[src/rtl/mem_stage.sv]
// Memory-access stage: byte-serial loads/stores over a single 8-bit RAM port,
// ALU pass-through for other ops, and an upstream stall during multi-cycle accesses.
module mem_stage #(
    parameter int unsigned ADDR_W   = 32,
    parameter logic [6:0]  LOAD_OP  = 7'b0000011,
    parameter logic [6:0]  STORE_OP = 7'b0100011
) (
    input  logic              clk_in,
    input  logic              rst_in,
    input  logic [6:0]        op_in,
    input  logic [2:0]        fun_in,
    input  logic [31:0]       res_in,
    input  logic [31:0]       imm_in,
    input  logic [4:0]        rd_in,
    input  logic              rec_in,
    input  logic              mem_gnt_in,
    input  logic [7:0]        mem_din_in,
    output logic [ADDR_W-1:0] mem_addr_out,
    output logic [7:0]        mem_dout_out,
    output logic              mem_wr_out,
    output logic              mem_req_out,
    output logic              stall_req_out,
    output logic [4:0]        rd_out,
    output logic [31:0]       wdata_out,
    output logic              we_out,
    output logic              rec_out
);

    typedef enum logic [1:0] {
        IDLE = 2'd0,
        BUSY = 2'd1,
        WAIT = 2'd2
    } state_t;

    state_t            state_q, state_d;
    logic [ADDR_W-1:0] addr_q,  addr_d;
    logic [31:0]       data_q,  data_d;
    logic [2:0]        fun_q,   fun_d;
    logic [1:0]        last_q,  last_d;
    logic [1:0]        k_q,     k_d;
    logic              load_q,  load_d;
    logic [4:0]        rd_q,    rd_d;
    logic [31:0]       buf_q,   buf_d;
    logic              cap_v_q, cap_v_d;
    logic [1:0]        cap_k_q, cap_k_d;
    logic [4:0]        rdo_q,   rdo_d;
    logic [31:0]       wdo_q,   wdo_d;
    logic              weo_q,   weo_d;
    logic              reco_q,  reco_d;

    logic is_load, is_store, load_ok, store_ok;

    function automatic logic [31:0] put_byte(input logic [31:0] w, input logic [1:0] lane,
                                             input logic [7:0] b);
        logic [31:0] r;
        r = w;
        case (lane)
            2'd0:    r[7:0]   = b;
            2'd1:    r[15:8]  = b;
            2'd2:    r[23:16] = b;
            default: r[31:24] = b;
        endcase
        return r;
    endfunction

    function automatic logic [7:0] get_byte(input logic [31:0] w, input logic [1:0] lane);
        logic [7:0] r;
        case (lane)
            2'd0:    r = w[7:0];
            2'd1:    r = w[15:8];
            2'd2:    r = w[23:16];
            default: r = w[31:24];
        endcase
        return r;
    endfunction

    function automatic logic [1:0] last_index(input logic [1:0] sz);
        logic [1:0] r;
        case (sz)
            2'b00:   r = 2'd0;
            2'b01:   r = 2'd1;
            default: r = 2'd3;
        endcase
        return r;
    endfunction

    function automatic logic [31:0] extend(input logic [31:0] w, input logic [2:0] f);
        logic [31:0] r;
        case (f)
            3'b000:  r = {{24{w[7]}}, w[7:0]};
            3'b001:  r = {{16{w[15]}}, w[15:0]};
            3'b100:  r = {24'd0, w[7:0]};
            3'b101:  r = {16'd0, w[15:0]};
            default: r = w;
        endcase
        return r;
    endfunction

    assign is_load  = (op_in == LOAD_OP);
    assign is_store = (op_in == STORE_OP);
    assign load_ok  = fun_in inside {3'b000, 3'b001, 3'b010, 3'b100, 3'b101};
    assign store_ok = fun_in inside {3'b000, 3'b001, 3'b010};

    always_comb begin
        state_d       = state_q;
        addr_d        = addr_q;
        data_d        = data_q;
        fun_d         = fun_q;
        last_d        = last_q;
        k_d           = k_q;
        load_d        = load_q;
        rd_d          = rd_q;
        buf_d         = buf_q;
        cap_v_d       = 1'b0;
        cap_k_d       = cap_k_q;
        rdo_d         = '0;
        wdo_d         = '0;
        weo_d         = 1'b0;
        reco_d        = 1'b0;
        mem_addr_out  = '0;
        mem_dout_out  = '0;
        mem_wr_out    = 1'b0;
        mem_req_out   = 1'b0;
        stall_req_out = 1'b0;

        // A byte issued under grant last cycle is on mem_din_in now, grant or not.
        if (cap_v_q) begin
            buf_d = put_byte(buf_q, cap_k_q, mem_din_in);
        end

        case (state_q)
            IDLE: begin
                if (rec_in) begin
                    if ((is_load && load_ok) || (is_store && store_ok)) begin
                        stall_req_out = 1'b1;
                        addr_d        = ADDR_W'(res_in);
                        data_d        = imm_in;
                        fun_d         = fun_in;
                        last_d        = last_index(fun_in[1:0]);
                        k_d           = 2'd0;
                        load_d        = is_load;
                        rd_d          = rd_in;
                        state_d       = BUSY;
                    end else if (is_load || is_store) begin
                        reco_d = 1'b1;
                    end else begin
                        rdo_d  = rd_in;
                        wdo_d  = res_in;
                        weo_d  = (rd_in != 5'd0);
                        reco_d = 1'b1;
                    end
                end
            end
            BUSY: begin
                mem_req_out   = 1'b1;
                mem_addr_out  = addr_q + ADDR_W'(k_q);
                stall_req_out = 1'b1;
                if (!load_q) begin
                    mem_wr_out   = 1'b1;
                    mem_dout_out = get_byte(data_q, k_q);
                end
                if (mem_gnt_in) begin
                    cap_v_d = load_q;
                    cap_k_d = k_q;
                    if (k_q == last_q) begin
                        if (load_q) begin
                            state_d = WAIT;
                        end else begin
                            // Store completes on this edge; let upstream advance with it.
                            stall_req_out = 1'b0;
                            reco_d        = 1'b1;
                            state_d       = IDLE;
                        end
                    end else begin
                        k_d = k_q + 2'd1;
                    end
                end
            end
            WAIT: begin
                wdo_d   = extend(buf_d, fun_q);
                rdo_d   = rd_q;
                weo_d   = (rd_q != 5'd0);
                reco_d  = 1'b1;
                state_d = IDLE;
            end
            default: state_d = IDLE;
        endcase

        if (rst_in) begin
            stall_req_out = 1'b0;
        end
    end

    always_ff @(posedge clk_in or posedge rst_in) begin
        if (rst_in) begin
            state_q <= IDLE;
            addr_q  <= '0;
            data_q  <= '0;
            fun_q   <= '0;
            last_q  <= '0;
            k_q     <= '0;
            load_q  <= 1'b0;
            rd_q    <= '0;
            buf_q   <= '0;
            cap_v_q <= 1'b0;
            cap_k_q <= '0;
            rdo_q   <= '0;
            wdo_q   <= '0;
            weo_q   <= 1'b0;
            reco_q  <= 1'b0;
        end else begin
            state_q <= state_d;
            addr_q  <= addr_d;
            data_q  <= data_d;
            fun_q   <= fun_d;
            last_q  <= last_d;
            k_q     <= k_d;
            load_q  <= load_d;
            rd_q    <= rd_d;
            buf_q   <= buf_d;
            cap_v_q <= cap_v_d;
            cap_k_q <= cap_k_d;
            rdo_q   <= rdo_d;
            wdo_q   <= wdo_d;
            weo_q   <= weo_d;
            reco_q  <= reco_d;
        end
    end

    assign rd_out    = rdo_q;
    assign wdata_out = wdo_q;
    assign we_out    = weo_q;
    assign rec_out   = reco_q;

endmodule
[config.mk]
export PLATFORM = sky130hd
export DESIGN_NAME = mem_stage
export DESIGN_NICKNAME = d
export VERILOG_FILES = /design/src/rtl/mem_stage.sv
export SDC_FILE = /design/constraint.sdc
export NUM_CORES = 1
export LEC_CHECK = 0
export BUFFER_PORTS_ARGS = -buffer_cell sky130_fd_sc_hd__buf_4
export CAP_MARGIN = 10
export CORE_MARGIN = 5
export CORE_UTILIZATION = 48
export DETAILED_ROUTE_END_ITERATION = 16
export PLACE_DENSITY = 0.74
export SYNTH_ARGS = -nofsm -noshare
export SYNTH_HDL_FRONTEND = slang
export SYNTH_SLANG_ARGS = --single-unit
export TNS_END_PERCENT = 1
[constraint.sdc]
create_clock -name clk_in -period 5.15 [get_ports clk_in]
set_clock_uncertainty 0.2 [all_clocks]
set_input_delay 0.515 -clock clk_in [delete_from_list [all_inputs] [get_ports clk_in]]
set_output_delay 0.515 -clock clk_in [all_outputs]
set_load 0.05 [all_outputs]
; ---- After elaboration in Yosys (flattened, before gate mapping)
; Cells that the tools add are included.
; Widths: inputs -> output; s select.
[word_totals]
ff_bits = 153
input_bits = 91
out_inout_bits = 82
word_cells = 110
[op_classes]
n_addsub = 2
eq_ne = 22
n_mux = 51
reduce_logical = 20
[ops]
columns = op, count
row1 = $mux 32, 5
row2 = $pmux 32 s4, 1
row3 = $pmux 32 s2, 1
row4 = $mux 8, 6
row5 = $add 32x2->32, 1
row6 = $pmux 8 s3, 1
row7 = $mux 1, 18
row8 = $mux 2, 9
row9 = $mux 5, 3
row10 = $reduce_bool 5->1, 3
row11 = $eq 3x3->1 const B, 4
row12 = $pmux 2 s2, 3
row13 = $ne 2x2->1 const B, 5
row14 = $pmux 5 s2, 1
row15 = $eq 2x1->1 const B, 4
row16 = $logic_not 2->1, 4
row17 = $eq 7x2->1 const B, 1
row18 = $eq 7x6->1 const B, 1
row19 = $eq 2x2->1 const B, 3
row20 = $eq 3x1->1 const B, 2
row21 = $logic_not 3->1, 2
row22 = $reduce_and 5->1, 1
row23 = $pmux 1 s2, 2
row24 = $reduce_and 4->1, 1
row25 = 11 further kinds, 13

; ---- Longest topological paths before layout
; Gate-level depths: netlist (run 1).
[depth]
word_depth = 8
ltp_mapped = 7
depth_no_buf = 6

; ---- Worst setup path before layout (run 1)
; OpenSTA, ideal clock, no wires.
[synth_timing]
path_kind = register to output
from = reg k_q[1]
to = out mem_addr_out[17]
t_arrival_ns = 2.733
required_ns = 4.435
slack_ns = 1.702
path_stages_with_launch = 5
n_path_buf = 0
path_cell_list = dfrtp_1 > ha_1 > a21o_1 > nand3_1 > o41ai_1
[synth_between]
elab_chain_len = 2
[synth_lines]
columns = element, line_no
row1 = start: declaration, 40  ; logic [1:0] k_q, k_d;
row2 = start signal: assignment, 217  ; k_q <= k_d;
row3 = $add 32x2->32, 156  ; mem_addr_out = addr_q + ADDR_W'(k_q);
row4 = $mux 32, 131  ; case (state_q)
row5 = end: declaration, 18  ; output logic [ADDR_W-1:0] mem_addr_out,
; No other way between the ends.

; ---- Final worst setup path (run 1)
[layout_timing]
from = reg state_q[1]
to = out mem_dout_out[1]
[layout_between]
elab_chain_len = 2
[layout_lines]
columns = element, line_no
row1 = start: declaration, 35  ; state_t state_q, state_d;
row2 = start signal: assignment, 212  ; state_q <= state_d;
row3 = $eq 2x1->1, 131
row4 = $mux 8, 131
row5 = end: declaration, 19  ; output logic [7:0] mem_dout_out,
; No other way between the ends.

==> results of run 1 <==
==> critical path, stage by stage (launching register included) <==
cell      delay, ns
dfrtp_1        0.43
nand2b_1       0.81
inv_1          0.65
nand2b_1       0.52
nor2_1         0.10
buf_4          0.20
==> worst paths after layout <==
check,start,endpoint,slack (ns),cells after the start
min in group asynchronous,rst_in,data_q[27],0.12,2
worst min register to register,buf_q[9],buf_q[9],0.30,1
max in group asynchronous,rst_in,data_q[23],3.51,3
worst min-delay path,op_in[5],load_q,0.1,2
worst max register to register,cap_k_q[0],wdata_out[26],2.18,4
worst max-delay path,state_q[1],mem_dout_out[1],1.30,5
==> final cells by class <==
cell class,count,area share
multi-input combinational,390,0.338
inverter,11,0.00507
clock buffer,20,0.0500
sequential,153,0.419
tap,184,0.0252
timing repair buffer,175,0.144
clock inverter,11,0.0188
==> registers in the layout (all words and copies together) (netlist names) <==
| signal | cells |
|---|---|
| wdata_out | 32 |
| last_q | 2 |
| data_q | 32 |
| cap_k_q | 2 |
| k_q | 2 |
| cap_v_q | 1 |
| state_q | 2 |
| rd_q | 5 |
| fun_q | 3 |
| we_out | 1 |
| load_q | 1 |
| rd_out | 5 |
| buf_q | 32 |
| rec_out | 1 |
| addr_q | 32 |
==> per-stage QoR <==
stage          cells  worst slack [ns]  hold slack [ns]
2_1_floorplan    589             0.314            0.269
3_3_place_gp     913              1.90            0.278
3_5_place_dp     913              1.79            0.287
4_1_cts          944              1.32           0.0815
5_1_grt          944              1.04            0.111
6_report         944              1.30           0.0983
==> synthesized netlist by cell type (all sizes together), types with 2 or more instances <==
cell	number	area share
nor3b	3	0.0048
a2bb2oi	8	0.0099
nand3	14	0.0099
o41ai	3	0.0037
or4	6	0.0064
o211ai	2	0.0021
and4	5	0.0062
a211oi	2	0.0028
a221o	17	0.024
xnor2	6	0.0074
mux2i	6	0.0085
a22o	11	0.014
nand3b	2	0.0021
and3	3	0.0027
and2	5	0.0044
nor4	5	0.0044
nor2	39	0.021
inv	11	0.0058
nand4	14	0.014
nand2b	9	0.0080
a21o	2	0.0021
dfrtp	153	0.54
or3	5	0.0044
nor3	5	0.0035
o31ai	3	0.0032
clkbuf	29	0.015
buf	6	0.0035
ha	6	0.011
o311ai	3	0.0037
a222oi	8	0.011
a21oi	20	0.014
xor2	9	0.011
mux2	103	0.16
or4b	2	0.0028
nand2	33	0.018
o21ai	20	0.014
==> cells by family (layout without fill, tap and decap cells) <==
group | after synthesis | count (layout)
AOI/OAI and AO/OA | 105 | 105
xor gates and xnor gates | 15 | 15
adders and majority gates | 7 | 7
buffers and inverters | 46 | 217
DFF | 153 | 153
muxes | 109 | 109
and+or+nand+nor | 154 | 154
==> where the power goes <==
group          leakage [nW]  switching (mW)  internal, mW
combinational          2.08           0.187         0.157
sequential             2.01          0.0648          1.28
clock                 0.302           0.479         0.834
==> layer usage <==
| metal | track usage | part of all wire | up-vias |
|---|---|---|---|
| met2 | 0.345 | 0.48 | 212 |
| li1 | - | - | 2492 |
| met1 | 0.290 | 0.43 | 2749 |
| met3 | 0.0635 | 0.072 | 26 |
| met5 | 0 | 0 | - |
| met4 | 0.0686 | 0.022 | 0 |
==> key figures, run 1 <==
Placement
  • GPL Wtd Cong: 0.870
  • Placed inst area: 0.00850 mm^2
  • Port bufs: 172
  • Final HPWL DP: 13,800 um

Routing
  • Via count: 5,479
  • Total Wirelength: 18,800 um
  • Number of DRC markers in iteration 0: 447
  • DRC Markers: 0
  • DR WL/cell: 19.9 um
  • Routed Antenna Nets: 0
  • Pre-antenna DRT Iters: 7
  • Vias/cell: 5.80

Clock network
  • H-Tree Depth: 4
  • Worst-Skew Late Latency: 0.42 ns
  • TritonCTS clock tree: yes
  • Hold_buf cts: 0
  • # Post-CTS Setup Buffers: 0
  • Post-CTS sizing: 0
  • Clock-pin slew on the worst setup and hold paths: 0.06 ns
  • Number of CTS-inserted buffers: 17
  • Clock sinks: 153
  • Root buffer cell: clkbuf_16
  • Max clock buf depth: 2

Synth
  • Synth Net Count: 687
  • Post-synthesis register bit count: 153
  • Multiplexer share of the synthesized area: 0.173
  • Largest family of logic cells by synthesized area: multiplexers
  • Post-Synth Adder-Cell Area: 0.0135
  • Synthesized cell area: 0.00706 mm^2
  • Synth Area in Compound Gates: 0.112
  • Post-Synth XOR/XNOR Area: 0.0186
  • Ys Warns: 0
  • Post-Synthesis Cells: 589
  • EDFF count, synth: 0
  • Primary FF master, synth: dfrtp_1
  • Synth cell types: 52
  • Syn avg cell area: 12.0 um^2
  • Async set-reset flop share out of synthesis: 1.00
  • Synth Area in Simple Gates: 0.117
  • Sequential share of the synthesized area: 0.542

Finish
  • Most frequent cells in the layout: buf_4 (175), dfrtp_1 (153), mux2_2 (103)
  • Number of antenna diodes: 0
  • Area growth syn-to-layout: 29.2%
  • Commonest non-fill, non-tap cell in the layout: buf_4
  • Filler instances: 1,145
  • Multi-input logic area: 0.00308 mm^2
  • Fin area: 0.00913 mm^2
  • Reg area: 0.00383 mm^2
  • Core Util, Final: 0.630
  • Final nets: 846
  • Share of layout cells above drive strength 1: 0.417

Global routing
  • Largest net degree at the start of global routing: 116
  • First-pass GRT wire length: 30,300 um
  • Vias in the first global route: 5,544
  • Total GRT Usage: 0.217
  • Initial antenna violation count: 0
  • Total congestion overflow: 0

Critical path
  • Crit path capture type: output port
  • CP Max Fanout: 26
  • CP Class: flip-flop to output port
  • Worst Path Required: 4.43 ns
  • Worst Path Arrival: 3.14 ns
  • Worst Setup Start Kind: flip-flop

Timing
  • Setup TNS: 0 ns
  • Final Critical Period: 3.85 ns
  • Period utilization: 0.748
  • Final hold viol count: 0
  • Max Fclk: 259 MHz
  • Least-Margin Pin Slew: 1.16 ns
  • RSZ-0062 raised after global routing: false
  • Final setup violation count: 0
  • Max Slew Vio Count: 0
  • Slew headroom: 0.223

Hold path
  • HP Class: primary input to flip-flop

Power and ir drop
  • LEAKAGE: 4.40 nW
  • VDD IR max: 0.258 mV
  • Power per standard cell area: 329 mW/mm^2
  • Total Power: 3.00 mW

Floorplanning
  • Starting Density: 0.488
  • DIE HEIGHT: 131 um
  • I/O pin total: 173
  • Std-Cell Rows: 44
  • Die footprint: 0.0172 mm^2
  • Die Wd: 131 um
  • Core footprint: 0.0145 mm^2

Run
  • Max Cap Viol: 0

Run status
  • Status: complete, no violations
Power figures use the tool's default switching activity.
==> run 2, diff against run 1 <==
==> constraint.sdc (replaced) <==
create_clock -name clk_in -period 3.5 [get_ports clk_in]
set_clock_uncertainty 0.2 [all_clocks]
set_input_delay 0.35 -clock clk_in [delete_from_list [all_inputs] [get_ports clk_in]]
set_output_delay 0.35 -clock clk_in [all_outputs]
set_load 0.05 [all_outputs]
==> run 2 against run 1 <==
Hold slack got worse by 0.089 ns; count of clock-buffer cells in the layout fell by 2; flip-flop and latch count unchanged; final area up 8.6%; routed wire length is 6.3% higher; die area stayed put; cell count increased by 8.7%; clock power grew 40%; first-iteration DRC count is 18% lower; register-to-register slack got worse by 1.0 ns; critical path depth up 2; sequential share of layout area down 3.3 points; critical path type unchanged; largest power group unchanged; highest routed layer unchanged.
==> key figures, run 2 (synthesis results as in run 1) <==
Power and ir drop
  • Clock power share: 0.418 (was 0.437)
  • Sequential cell fraction of total power: 0.451 (was 0.448)
  • P_sw: 1.14 mW (was 0.731 mW)
  • Total Power: 4.40 mW (was 3.00 mW)
  • LEAKAGE: 4.72 nW (was 4.40 nW)
  • VDD IR max: 0.321 mV (was 0.258 mV)
  • Sw Ratio: 0.260 (was 0.243)
  • Power per standard cell area: 444 mW/mm^2 (was 329 mW/mm^2)
  • Cell-internal power: 3.26 mW (was 2.27 mW)
  • Combinational cell fraction of total power: 0.131 (was 0.114)

Floorplanning
  • Die Wd: 131 um (unchanged)
  • Std-Cell Rows: 44 (unchanged)
  • I/O pin total: 173 (unchanged)
  • DIE HEIGHT: 131 um (unchanged)
  • Starting Density: 0.488 (unchanged)
  • Core footprint: 0.0145 mm^2 (unchanged)
  • Die footprint: 0.0172 mm^2 (unchanged)

Timing
  • Final hold viol count: 0 (unchanged)
  • Least-Margin Pin Slew: 0.843 ns (was 1.16 ns)
  • Final Critical Period: 3.31 ns
  • Slew headroom: 0.433 (was 0.223)
  • Final setup violation count: 0 (unchanged)
  • Period utilization: 0.946
  • Max Slew Vio Count: 0 (unchanged)
  • Worst hold slack: 0.00892 ns (was 0.0983 ns)
  • Max Fclk: 302 MHz

Routing
  • Total Wirelength: 20,000 um (was 18,800 um)
  • DRC Markers: 0 (unchanged)
  • Pre-antenna DRT Iters: 5 (was 7)
  • Vias/cell: 5.67 (was 5.80)
  • Routed Antenna Nets: 0 (unchanged)
  • Number of DRC markers in iteration 0: 367 (was 447)
  • DR WL/cell: 19.5 um (was 19.9 um)
  • Via count: 5,818 (was 5,479)

Critical path
  • WP buf/inv: 1 (was 2)
  • Worst Path Required: 2.95 ns (was 4.43 ns)
  • Worst Path Arrival: 2.76 ns (was 3.14 ns)
  • CP Cell Sequence: ha_2, fa_1, and4_1, nand2_1, or4_1, a21oi_1, buf_4 (was nand2b_1, inv_1, nand2b_1, nor2_1, buf_4)
  • Crit path capture type: output port (unchanged)
  • Max stage delay on crit path: 0.49 ns (was 0.81 ns)
  • Worst Setup Start Kind: flip-flop (unchanged)
  • CP Class: flip-flop to output port (unchanged)
  • CP Max Fanout: 7 (was 26)
  • CP top delay family: simple AND/OR/NAND/NOR gates (unchanged)
  • Slowest CP cell: or4_1 (was nand2b_1)

Hold path
  • HP Class: primary input to flip-flop (unchanged)

Run status
  • Status: complete, no violations (unchanged)

Finish
  • Filler instances: 1,039 (was 1,145)
  • Most frequent cells in the layout: buf_4 (183), dfrtp_1 (153), mux2_2 (103) (was buf_4 (175), dfrtp_1 (153), mux2_2 (103))
  • Share of layout cells above drive strength 1: 0.392 (was 0.417)
  • Commonest non-fill, non-tap cell in the layout: buf_4 (unchanged)
  • Final nets: 927 (was 846)
  • Number of antenna diodes: 0 (unchanged)
  • Area growth syn-to-layout: 40.3% (was 29.2%)

Global routing
  • Total GRT Usage: 0.232 (was 0.217)
  • Initial antenna violation count: 0 (unchanged)
  • Total congestion overflow: 0 (unchanged)
  • Vias in the first global route: 6,167 (was 5,544)
  • First-pass GRT wire length: 32,900 um (was 30,300 um)
  • Largest net degree at the start of global routing: 124 (was 116)

Placement
  • Final HPWL DP: 13,800 um (about the same)
  • GPL Wtd Cong: 0.884 (was 0.870)
  • Port bufs: 172 (unchanged)

Clock network
  • Max clock buf depth: 2 (unchanged)
  • Number of CTS-inserted buffers: 17 (unchanged)
  • Clock sinks: 153 (unchanged)
  • Worst-Skew Late Latency: 0.41 ns (was 0.42 ns)
  • Clock-pin slew on the worst setup and hold paths: 0.06 ns (about the same)
  • Root buffer cell: clkbuf_16 (unchanged)
  • TritonCTS clock tree: yes (unchanged)
  • H-Tree Depth: 4 (unchanged)

Run
  • Max Cap Viol: 0 (unchanged)
-- run 2: worst paths after layout --
path	endpoint	cells past startpoint	slack, ns	start
min	fun_q[0]	2	0.009	fun_in[0]
min reg2reg	buf_q[31]	1	0.30	buf_q[31]
max reg2reg	wdata_out[30]	6	1.16	cap_k_q[0]
min in group asynchronous	data_q[21]	4	0.44	rst_in
max in group asynchronous	wdata_out[12]	4	2.13	rst_in
max	mem_addr_out[18]	7	0.19	k_q[0]
-- run 2: per-stage QoR --
stage	setup WS, ns	instances	util	setup TNS, ns	cell area [um^2]
global route	-0.00485	1026	0.684	-0.00485	9910
finish	0.190	1026	0.684	0	9910
global placement	0.673	922	0.593	0	8580
floorplan	0.217	589	-	0	7070
CTS	0.171	1026	0.684	0	9900
detailed placement	0.620	922	0.593	0	8580
-- run 2: area by class of cell --
cell class                      instances  area [um^2]  share of cell area
Clock buffer                           18          439              0.0443
Clock inverter                         14          161              0.0163
Inverter                               11         45.0             0.00455
Multi-Input combinational cell        390         3090               0.312
Sequential cell                       153         3830               0.386
Tap cell                              184          230              0.0232
Timing Repair Buffer                  256         2110               0.213
-- run 2: routing by layer --
layer	vias to the layer above	share of wire	routed length (um)	global-route usage
li1	2661	-	-	-
met1	2875	0.41	8230	0.296
met2	254	0.50	10000	0.392
met3	28	0.070	1410	0.0638
met4	0	0.017	338	0.0640
met5	-	0	0	0
-- run 2: power by group through the flow --
stage / Sequential, mW / Clock [mW] / Combinational (mW)
2_1_floorplan: 2.07 / 0 / 0.228
3_3_place_gp: 2.00 / 0 / 0.497
3_5_place_dp: 2.01 / 0 / 0.510
4_1_cts: 1.98 / 1.87 / 0.576
5_1_grt: 2.00 / 1.95 / 0.621
6_report: 1.98 / 1.84 / 0.577
-- run 2: timing repair --
action	4_1_cts	5_1_grt
buffers inserted	0	0
endpoints found under the setup margin	0	4
resized for setup	0	2
hold buffers	72	0
endpoints found under the hold margin	253	0
